===== src/rtl/spi_txn_arbiter_pkg.sv =====
// Shared definitions for the SPI transaction arbiter: frame geometry,
// FSM state encoding and an index-width helper.
package spi_txn_arbiter_pkg;

  localparam int SPI_WIDTH = 13;
  localparam int SPI_NREQ  = 3;

  typedef enum logic [1:0] {
    ST_IDLE  = 2'd0,
    ST_START = 2'd1,
    ST_WAIT  = 2'd2,
    ST_GAP   = 2'd3
  } arb_state_e;

  // Width of a counter/index that must hold 0..n-1; never narrower than one bit.
  function automatic int idx_w(input int n);
    return (n > 1) ? $clog2(n) : 1;
  endfunction

endpackage


===== src/rtl/spi_txn_arbiter_rr.sv =====
// Combinational round-robin pick: first set request at or above ptr, with wrap.
// Produces a one-hot grant, its binary index and a valid flag.
module rr_arbiter
  import spi_txn_arbiter_pkg::*;
#(
  parameter  int N  = SPI_NREQ,
  localparam int IW = idx_w(N)
) (
  input  logic [N-1:0]  req,
  input  logic [IW-1:0] ptr,
  output logic [N-1:0]  gnt,
  output logic [IW-1:0] idx,
  output logic          valid
);

  localparam logic [N-1:0] ONE_N = N'(1);

  logic [2*N-1:0] rot;
  int             pos;

  always_comb begin
    rot   = {req, req} >> ptr;
    valid = 1'b0;
    pos   = 0;
    for (int k = 0; k < N; k++) begin
      if (!valid && rot[k]) begin
        valid = 1'b1;
        pos   = int'(ptr) + k;
      end
    end
    if (pos >= N) pos = pos - N;
    idx = IW'(pos);
    gnt = valid ? (ONE_N << idx) : '0;
  end

endmodule


===== src/rtl/spi_txn_arbiter.sv =====
// Shares one SPI master frame engine among NREQ requesters: round-robin grant,
// frame launch, completion/watchdog handling and an enforced inter-frame gap.
//
//   state | meaning
//   IDLE  | arbitrate; on any request latch winner and frame, pulse m_start
//   START | m_start high for this single cycle; watchdog cleared
//   WAIT  | frame in flight; m_done or watchdog expiry ends it with ack
//   GAP   | enforced idle between frames; requests ignored
module spi_txn_arbiter
  import spi_txn_arbiter_pkg::*;
#(
  parameter int NREQ           = SPI_NREQ,
  parameter int WIDTH          = SPI_WIDTH,
  parameter int GAP_CYCLES     = 16,
  parameter int TIMEOUT_CYCLES = 65535
) (
  input  logic                  clk,
  input  logic                  rst_n,
  input  logic [NREQ-1:0]       req,
  input  logic [NREQ*WIDTH-1:0] req_dat,
  output logic [NREQ-1:0]       gnt,
  output logic [NREQ-1:0]       ack,
  output logic                  err,
  output logic [WIDTH-1:0]      rsp_dat,
  output logic                  m_start,
  output logic [WIDTH-1:0]      m_tx_dat,
  input  logic                  m_done,
  input  logic [WIDTH-1:0]      m_rx_dat
);

  localparam int IW = idx_w(NREQ);
  localparam int GW = idx_w(GAP_CYCLES);
  localparam int TW = idx_w(TIMEOUT_CYCLES);
  localparam logic [GW-1:0] GAP_LOAD = GW'((GAP_CYCLES > 0) ? GAP_CYCLES - 1 : 0);
  localparam logic [TW-1:0] TMO_LAST = TW'((TIMEOUT_CYCLES > 0) ? TIMEOUT_CYCLES - 1 : 0);
  localparam logic [IW-1:0] IDX_LAST = IW'(NREQ - 1);

  arb_state_e        state_q, state_d;
  logic [IW-1:0]     ptr_q, win_q;
  logic [GW-1:0]     gap_q;
  logic [TW-1:0]     tmo_q;
  logic [NREQ-1:0]   arb_gnt;
  logic [IW-1:0]     arb_idx;
  logic              arb_valid;
  logic [WIDTH-1:0]  sel_dat;
  logic              done_ok, done_tmo;

  rr_arbiter #(.N(NREQ)) u_rr (
    .req   (req),
    .ptr   (ptr_q),
    .gnt   (arb_gnt),
    .idx   (arb_idx),
    .valid (arb_valid)
  );

  always_comb begin
    sel_dat = '0;
    for (int i = 0; i < NREQ; i++) begin
      if (arb_idx == IW'(i)) sel_dat = req_dat[i*WIDTH +: WIDTH];
    end
  end

  always_comb begin
    state_d  = state_q;
    done_ok  = 1'b0;
    done_tmo = 1'b0;
    case (state_q)
      ST_IDLE:  if (arb_valid) state_d = ST_START;
      ST_START: state_d = ST_WAIT;
      ST_WAIT: begin
        // A completion landing on the watchdog's last cycle is still a good frame.
        if (m_done) done_ok = 1'b1;
        else if (TIMEOUT_CYCLES != 0 && tmo_q == TMO_LAST) done_tmo = 1'b1;
        if (done_ok || done_tmo) state_d = (GAP_CYCLES == 0) ? ST_IDLE : ST_GAP;
      end
      ST_GAP:   if (gap_q == '0) state_d = ST_IDLE;
      default:  state_d = ST_IDLE;
    endcase
  end

  always_ff @(posedge clk or negedge rst_n) begin
    if (!rst_n) state_q <= ST_IDLE;
    else        state_q <= state_d;
  end

  always_ff @(posedge clk or negedge rst_n) begin
    if (!rst_n) begin
      gnt      <= '0;
      ack      <= '0;
      err      <= 1'b0;
      m_start  <= 1'b0;
      rsp_dat  <= '0;
      m_tx_dat <= '0;
      ptr_q    <= '0;
      win_q    <= '0;
      gap_q    <= '0;
      tmo_q    <= '0;
    end else begin
      m_start <= 1'b0;
      ack     <= '0;
      err     <= 1'b0;
      case (state_q)
        ST_IDLE: begin
          if (arb_valid) begin
            gnt      <= arb_gnt;
            win_q    <= arb_idx;
            m_tx_dat <= sel_dat;
            m_start  <= 1'b1;
          end
        end
        ST_START: tmo_q <= '0;
        ST_WAIT: begin
          if (done_ok || done_tmo) begin
            ack   <= gnt;
            err   <= done_tmo;
            gnt   <= '0;
            ptr_q <= (win_q == IDX_LAST) ? '0 : win_q + 1'b1;
            gap_q <= GAP_LOAD;
            if (done_ok) rsp_dat <= m_rx_dat;
          end else begin
            tmo_q <= tmo_q + 1'b1;
          end
        end
        ST_GAP: if (gap_q != '0) gap_q <= gap_q - 1'b1;
        default: ;
      endcase
    end
  end

endmodule


===== config.mk =====
export PLATFORM = sky130hd
export DESIGN_NAME = spi_txn_arbiter
export DESIGN_NICKNAME = d
export VERILOG_FILES = /design/src/rtl/spi_txn_arbiter_pkg.sv /design/src/rtl/spi_txn_arbiter_rr.sv /design/src/rtl/spi_txn_arbiter.sv
export SDC_FILE = /design/constraint.sdc
export NUM_CORES = 1
export LEC_CHECK = 0
export CORE_ASPECT_RATIO = 1.2
export CORE_MARGIN = 2
export CORE_UTILIZATION = 29
export CTS_CLUSTER_DIAMETER = 100
export CTS_CLUSTER_SIZE = 40
export DETAILED_ROUTE_END_ITERATION = 8
export GPL_ROUTABILITY_DRIVEN = 0
export HOLD_SLACK_MARGIN = 0.08
export PLACE_DENSITY = 0.53
export SYNTH_ARGS = -nofsm -noshare
export SYNTH_HDL_FRONTEND = slang
export SYNTH_SLANG_ARGS = --single-unit

===== constraint.sdc =====
create_clock -name clk -period 3.3 [get_ports clk]
set_input_delay 0.495 -clock clk [delete_from_list [all_inputs] [get_ports clk]]
set_output_delay 0.495 -clock clk [all_outputs]
set_load 0.02 [all_outputs]

==> impl_metrics.csv <==
group,metric,value,unit
status,run_status,"finished clean",
placed_design,hpwlAfterDp,5.51,mm
clock_tree,cts-root-buf,"clkbuf_16",
grt,grt_pass1_wl,12.5,mm
cells_and_area,layout-drive-gt1-share,0.130,
routing,routedWlPerCell,13.8,µm
clock_tree,cts_sinks,60,
sta,final.setup_skew,6.19,ps
grt,grt_util_all_layers,0.130,
floorplan,die_h,119,µm
grt,grt_pass1_vias,2561,
run,drv_cap,0,
yosys,synth_cell_types,48,
sta,worst_slack,371,ps
power,power_density,870,nW/µm²
routing,vias,2632,
power,ir_drop,268,µV
clock_tree,cts_resized,0,
sta,worst_pin_slew,1090,ps
yosys,syn-num-nets,379,
routing,drt-total-wl,7.56,mm
placed_design,dpl_cell_area,4290,µm²
cells_and_area,n_antenna_cell,0,
yosys,synth-main-ff-cell,"dfrtp_1",
clock_tree,numCtsBuffers,9,
routing,remaining_drc_errors,0,
setup_path,cp-end-kind,"flop",
yosys,ys_ff_latch,60,
sta,timing.fmax,341,MHz
setup_path,start_kind,"flop",
clock_tree,cts_setup_buffers,0,
setup_path,cp_max_fo,17,
clock_tree,h-tree-depth,3,
routing,drtIter0Drc,153,
placed_design,pre_cts_slack,153,ps
grt,grt_max_degree,49,
placed_design,io_buffers,91,
yosys,syn_area,3210,µm²
routing,drt-pass1-iter-count,4,
cells_and_area,multi_input_area,1530,µm²
yosys,syn_area_per_cell,10.3,µm²
sta,setup_violations,0,
cells_and_area,final_area,4590,µm²
yosys,syn_inst,311,
setup_path,crit_type,"reg -> reg",
clock_tree,cts_tree,"done",
routing,ant_nets,0,
floorplan,boundaryPins,92,
floorplan,dieArea,11900,µm²
clock_tree,ctsHoldBuffers,0,
grt,antenna_found_initial,0,
sta,fin_crit,2930,ps
yosys,seq_area_frac_synth,0.467,
yosys,ys_warn_count,0,
clock_tree,cts_buffer_depth,2,
yosys,synthArstFlopShare,1.00,
setup_path,critPathRequiredTime,3490,ps
hold_path,hold_class,"in -> async",
sta,max-slew-margin-rel,0.275,
cells_and_area,fill_cells,1071,
setup_path,critPathArrivalTime,3110,ps
cells_and_area,syn_to_final_growth,42.7,%
sta,rsz0062_at_grt,"false",
routing,via_per_inst,4.81,
floorplan,die_x,100,µm
cells_and_area,register_area,1500,µm²
clock_tree,path_clk_slew,50,ps
grt,gr-total-overflow,0,
sta,hold_violations,0,
cells_and_area,nets,478,
sta,hold_slack,379,ps
sta,period_share,0.887,
floorplan,start_util,0.294,
floorplan,coreArea,10900,µm²
yosys,synth-edff-count,0,
sta,tns,0,ps
power,leakagePower,2.03,nW
clock_tree,clock_latency,320,ps
floorplan,num_rows,42,
sta,slew_violations,0,
[final cells by class]
type | count | share of cell area
Inverter | 28 | 0.0229
Clock inverter | 4 | 0.0106
Timing Repair Buffer | 100 | 0.215
Sequential cell | 60 | 0.327
Multi-Input combinational cell | 211 | 0.334
Clock buffer | 12 | 0.0538
Tap cell | 132 | 0.0360
[metrics by stage]
stage                util  power [mW]  std cells
finish              0.420        3.99        547
CTS                 0.420        4.05        547
floorplan               -        2.40        311
global placement    0.393        3.08        531
global route        0.420        4.27        547
detailed placement  0.393        3.11        531
[where the power goes]
part	internal, mW	total (mW)	switching [mW]
sequential	0.976	1.13	0.153
combinational	0.938	1.95	1.01
clock	0.603	0.914	0.311
[flip-flops by register name (all words and copies together), names as in the netlist]
| name | count |
|---|---|
| state_q | 2 |
| m_start | 1 |
| ptr_q | 2 |
| gnt | 3 |
| win_q | 2 |
| rsp_dat | 13 |
| tmo_q | 16 |
| m_tx_dat | 13 |
| err | 1 |
| gap_q | 4 |
| ack | 3 |
[worst paths after layout]
| path | slack (ps) | to | startpoint | cells past startpoint |
|---|---|---|---|---|
| max | 370 | m_tx_dat[11] | ptr_q[1] | 10 |
| min | 380 | tmo_q[11] | rst_n | 1 |
| max reg2reg | 370 | m_tx_dat[11] | ptr_q[1] | 10 |
| min reg2reg | 490 | m_tx_dat[3] | m_tx_dat[3] | 2 |
| max in group asynchronous | 2130 | rsp_dat[2] | rst_n | 2 |
| min in group clk | 490 | m_tx_dat[3] | m_tx_dat[3] | 2 |
[logic make-up (layout without fill, tap and decap cells)]
group / Yosys count / count (layout) / synth area share
buffers and inverters: 40 / 144 / 0.0557
AND/OR/NAND/NOR: 106 / 106 / 0.166
adder cells (fa/ha/maj): 10 / 10 / 0.0389
multiplexers: 32 / 32 / 0.109
AO/OA/AOI/OAI: 56 / 56 / 0.144
XOR/XNOR: 7 / 7 / 0.0191
flip-flops: 60 / 60 / 0.467
[worst max-delay path, cell delays in order (launching register included)]
cell	delay (ps)
dfrtp_1	460
ha_1	330
or2_2	290
o221ai_1	210
a21oi_2	90
ha_1	220
a211oi_4	310
mux2i_4	310
buf_12	190
mux2i_1	250
o221ai_2	110
[synth_stat cells (2+ instances only)]
cell type  instances  area [µm²]
inv_1             28         105
xor2_1             4        35.0
nor3_1             3        15.0
clkbuf_1           3        11.3
buf_1              2        7.51
and3b_1            2        17.5
nand4_1            6        37.5
nor2b_1            7        43.8
or3_1              2        12.5
nand2_1           31         116
xnor2_1            3        26.3
mux2_2            14         158
nand3_1           11        55.1
nor2_1            24        90.1
buf_6              2        22.5
nor4_1             2        12.5
o221ai_2           9         135
buf_4              3        22.5
o31ai_1            3        22.5
mux2i_1           17         170
or4_1              2        15.0
o21ai_1            3        15.0
a21oi_1            6        30.0
nand2b_1           8        50.1
dfrtp_1           60        1500
o21ai_0           17        85.1
o221ai_1           7        61.3
ha_1              10         125
a31oi_1            2        12.5
buf_2              2        10.0
[per-layer routing]
layer	wire, µm	up-vias	global-route usage	share of wire
met5	0	-	0	0
met4	123	0	0.0437	0.016
met3	336	11	0.0317	0.044
met2	3710	64	0.213	0.49
met1	3390	1252	0.167	0.45
li1	-	1305	-	-
[cells in the final DEF, fill, tap and decap left out, types with 3 or more instances in the layout]
| cell | netlist | layout |
|---|---|---|
| clkbuf_16 | 0 | 9 |
| nand4_1 | 6 | 6 |
| o21ai_1 | 3 | 3 |
| nor2b_1 | 7 | 7 |
| ha_1 | 10 | 10 |
| xnor2_1 | 3 | 3 |
| nand3_1 | 11 | 11 |
| o21ai_0 | 17 | 17 |
| a21oi_1 | 6 | 6 |
| buf_4 | 3 | 8 |
| nor2_1 | 24 | 24 |
| o221ai_2 | 9 | 9 |
| mux2_2 | 14 | 14 |
| nand2b_1 | 8 | 8 |
| o221ai_1 | 7 | 7 |
| inv_1 | 28 | 28 |
| clkdlybuf4s50_1 | 0 | 90 |
| nand2_1 | 31 | 31 |
| xor2_1 | 4 | 4 |
| o31ai_1 | 3 | 3 |
| nor3_1 | 3 | 3 |
| dfrtp_1 | 60 | 60 |
| mux2i_1 | 17 | 17 |
Note: power is estimated with default switching activity, not from simulation.
